`src/rtl/booth_r4_controller.sv`:
```
// booth_r4_controller: sequencing FSM for a radix-4 Booth sum-and-shift multiplier
module booth_r4_controller #(
  parameter int size = 8,
  parameter int CW = $clog2(size/2)+1
) (
  input  logic          clk,
  input  logic          reset,
  input  logic          start,
  input  logic [2:0]    booth_bits,
  output logic          load_operands,
  output logic          adder_enable,
  output logic [1:0]    operational_mode,
  output logic          load_hi,
  output logic          shift,
  output logic          busy,
  output logic          done,
  output logic [CW-1:0] count
);
  typedef enum logic [2:0] {IDLE, LOAD, EVAL, SHIFT, DONE} state_t;
  state_t state, next;
  logic last, eval, active;
  assign last = count == CW'(size/2-1);
  assign eval = state == EVAL;
  assign active = eval && booth_bits != 3'b000 && booth_bits != 3'b111;
  always_ff @(posedge clk)
    if (!reset) begin
      state <= IDLE;
      count <= '0;
    end else begin
      state <= next;
      count <= state == LOAD ? '0 : state == SHIFT ? count + CW'(1) : count;
    end
  always_comb begin
    next = state == IDLE ? (start ? LOAD : IDLE) :
           state == LOAD ? EVAL :
           state == EVAL ? SHIFT :
           state == SHIFT ? (last ? DONE : EVAL) : IDLE;
    load_operands = state == LOAD;
    adder_enable = active;
    load_hi = active;
    operational_mode = eval ? {booth_bits == 3'b011 || booth_bits == 3'b100,
                               booth_bits[2] && booth_bits != 3'b111} : 2'b00;
    shift = state == SHIFT;
    busy = state == LOAD || state == EVAL || state == SHIFT;
    done = state == DONE;
  end
endmodule

```
`config.mk`:
```
export PLATFORM = sky130hd
export DESIGN_NAME = booth_r4_controller
export DESIGN_NICKNAME = d
export VERILOG_FILES = /design/src/rtl/booth_r4_controller.sv
export SDC_FILE = /design/constraint.sdc
export NUM_CORES = 1
export LEC_CHECK = 0
export CAP_MARGIN = 20
export CORE_AREA = 2 2 39 41
export CTS_BUF_LIST = sky130_fd_sc_hd__clkbuf_16
export CTS_CLUSTER_SIZE = 20
export DETAILED_ROUTE_END_ITERATION = 8
export DIE_AREA = 0 0 41 43
export GPL_TIMING_DRIVEN = 0
export HOLD_SLACK_MARGIN = 0.06
export PLACE_DENSITY = 0.59
export REMOVE_ABC_BUFFERS = 1
export SYNTH_ARGS = -nofsm -noshare
export SYNTH_HDL_FRONTEND = slang
export SYNTH_SLANG_ARGS = --single-unit
```
`constraint.sdc`:
```
create_clock -name clk -period 1.4 [get_ports clk]
set_input_delay 0.14 -clock clk [delete_from_list [all_inputs] [get_ports clk]]
set_output_delay 0.14 -clock clk [all_outputs]
set_load 0.01 [all_outputs]
```
==> results.txt <==
multi-input logic area: 246 µm²
DRT iter0 DRCs: 4
critical path type: reg2out
Netlist cell types: 19
period utilization: 102%
WP data arrival: 1.29 ns
WP data required: 1.26 ns
sequential power share: 25.1%
CP Capture Type: output pin
type of the tightest min-delay check: reg2reg
setup ws final: -0.0315 ns
number of flops mapped to enable cells by yosys: 0
largest family of logic cells by synthesized area: simple AND/OR/NAND/NOR gates
endpoints failing setup: 3
post-synthesis adder-cell area fraction: 7.04%
CP max-delay cell: or3b_4
number of global-route vias before repair: 355
max-cap viol count: 0
Worst setup SP type: register
drt drc: 0
routability cong.: 0.715
CTS Sinks: 6
WHS: 0.472 ns
Ports: 17
post-synthesis compound-gate area fraction: 7.75%
final wirelength: 961 µm
GRT Overall Usage: 13.0%
post-route ant nets: 0
Initial Util: 25.7%
Port Buffers: 16
Post-Syn Area: 355 µm²
Crit Path Max Fanout: 5
post-synth top area share: 33.8%
worst-margin pin slew: 0.323 ns
slowest stage delay, CP: 0.43 ns
P per Cell Area: 1160 nW/µm²
flops & latches, synth: 6
Die Area: 1760 µm²
post-route minimum period: 1.43 ns
Die H: 43 µm
DR pass1 iterations: 3
number of vias per cell: 4.59
Syn. warnings: 0
Slew Limit Fails: 0
total CTS buffers: 3
Mean Syn Cell Area: 7.90 µm²
Chip Width: 41 µm
Util after Layout: 46.2%
RSZ-0062 raised after global routing: yes
first-pass GRT wire length: 1500 µm
Core ar.: 1380 µm²
antenna cells: 0
R2R depth: 4
Std-Cell Rows: 14
XOR/XNOR Fraction of Synth Area: 0%
cts hold-fix bufs: 0
largest net degree at the start of global routing: 8
clock skew: 0.00150 ns
Final Hold Viols: 0
cell count after synthesis: 45
max frequency: 699 MHz
peak supply drop: 1050 µV
sw power: 147 µW
CTS root buffer: clkbuf_16
via count: 376
Leak Pwr: 0.000285 µW
Slew headroom: 78.3%
WHS Path Cells: 2
fin nets: 76
Max clock buf depth: 2
worst hold start: count[1]$_SDFFE_PP0N_
CTS tree: done
share of post-route cells with drive strength above 1: 33.3%
register area: 131 µm²
wire per inst: 11.7 µm
biggest area consumer among synthesized cells: dfxtp_1
global route overflow: 0
most instantiated cells after synthesis: 6 x dfxtp_1, 6 x nand2_1, 6 x nor2_1, 3 x a21boi_1, 3 x nor3_1
Async SR Flop Fraction: 0%
antenna violations before repair: 0
Clock transition at path regs: 0.03 ns
P&R area growth vs syn: 79.9%
combinational power share: 13.5%
clk_lat worst skew: 0.23 ns
Int Pwr: 596 µW
register area share after synthesis: 33.8%
top area cells in the synthesized netlist: dfxtp_1 34%, ha_1 7.0%, a21boi_1 6.3%
top_reg_cell synth: dfxtp_1
status: finished, violations left
clock share of power: 61.4%
# fillers: 133
R2R Path Start: count[0]$_SDFFE_PP0N_
sw frac: 19.8%
# H-tree levels: 1
dpl ws: -0.421 ns
Simple-Gate Fraction of Synth Area: 46.1%
failing checks: negative setup slack
post-synthesis mux area share: 0%
DPL Wire Length: 589 µm
worst setup path startpoint: state[2]$_SDFF_PP0_
CP cell instances: or3b_4 -> nor3_4 -> buf_2
==> registers in the layout, indices dropped and copies added (netlist names) <==
name   cells
count      3
state      3
==> cell families after synthesis <==
family          count (synthesis)
compound gates                  4
flops                           6
simple gates                   30
buf+inv                         3
fa+ha+maj                       2
==> area by class of cell <==
cell class / count / share of cell area [%]
tap: 16 / 3.13
clock buffer: 3 / 11.7
multi-input combinational: 36 / 38.6
sequential: 6 / 20.5
timing repair buffer: 20 / 25.4
inverter: 1 / 0.587
==> metal layers <==
metal	track usage [%]	vias up	part of all wire [%]	wire, µm
met5	0	-	0	0
met4	2.00	0	0	0
met3	6.28	0	3.1	30
met2	22.2	5	55	532
met1	13.8	175	41	398
li1	-	196	-	-
==> per-stage QoR <==
| stage | TNS, ns | power [µW] | std cells | area, µm² |
|---|---|---|---|---|
| global route | -0.187 | 775 | 82 | 639 |
| finish | -0.0716 | 743 | 82 | 639 |
| CTS | -0.0716 | 748 | 82 | 639 |
| floorplan | 0 | 229 | 43 | 340 |
| global placement | -1.65 | 280 | 75 | 520 |
| detailed placement | -1.69 | 281 | 75 | 520 |
==> power groups by stage <==
stage                     Sequential (µW)  Clock [µW]  Combinational [µW]
after floorplan                       189           0                40.0
after global placement                191           0                89.5
after detailed placement              191           0                90.4
after CTS                             185         463                99.0
after global routing                  186         479                 110
final                                 186         456                 100
==> cells in the final DEF, fill, tap and decap left out, drive strengths merged <==
| master | n |
|---|---|
| and3 | 2 |
| a21boi | 3 |
| nor3b | 1 |
| dlygate4sd2 | 6 |
| ha | 2 |
| nand3 | 2 |
| or2 | 1 |
| nor2 | 6 |
| buf | 8 |
| clkbuf | 3 |
| or3b | 1 |
| a21oi | 1 |
| dfxtp | 6 |
| nand2b | 2 |
| and2 | 2 |
| clkdlybuf4s50 | 6 |
| nor2b | 1 |
| nand2 | 6 |
| nand3b | 2 |
| inv | 1 |
| nor3 | 4 |
==> timing repair <==
item                                    in CTS  in global routing
setup buffers                                4                  0
endpoints found under the setup margin       8                  4
gates cloned                                 0                  0
hold endpoints to repair                     0                  0
pin swaps                                    3                  0
gates resized for setup                     35                  0
==> worst max-delay path: cells and delay by family (launching register included) <==
| kind | cells | cell delay, ns |
|---|---|---|
| buffers and inverters | 1 | 0.15 |
| DFF | 1 | 0.36 |
| and+or+nand+nor | 2 | 0.55 |
==> final timing paths <==
check | to | slack, ns
hold / removal | count[1]$_SDFFE_PP0N_ | 0.47
hold reg to reg | count[1]$_SDFFE_PP0N_ | 0.47
setup / recovery | adder_enable | -0.03
setup reg to reg | count[2]$_SDFFE_PP0N_ | 0.22
(Power assumes the default switching activity.)
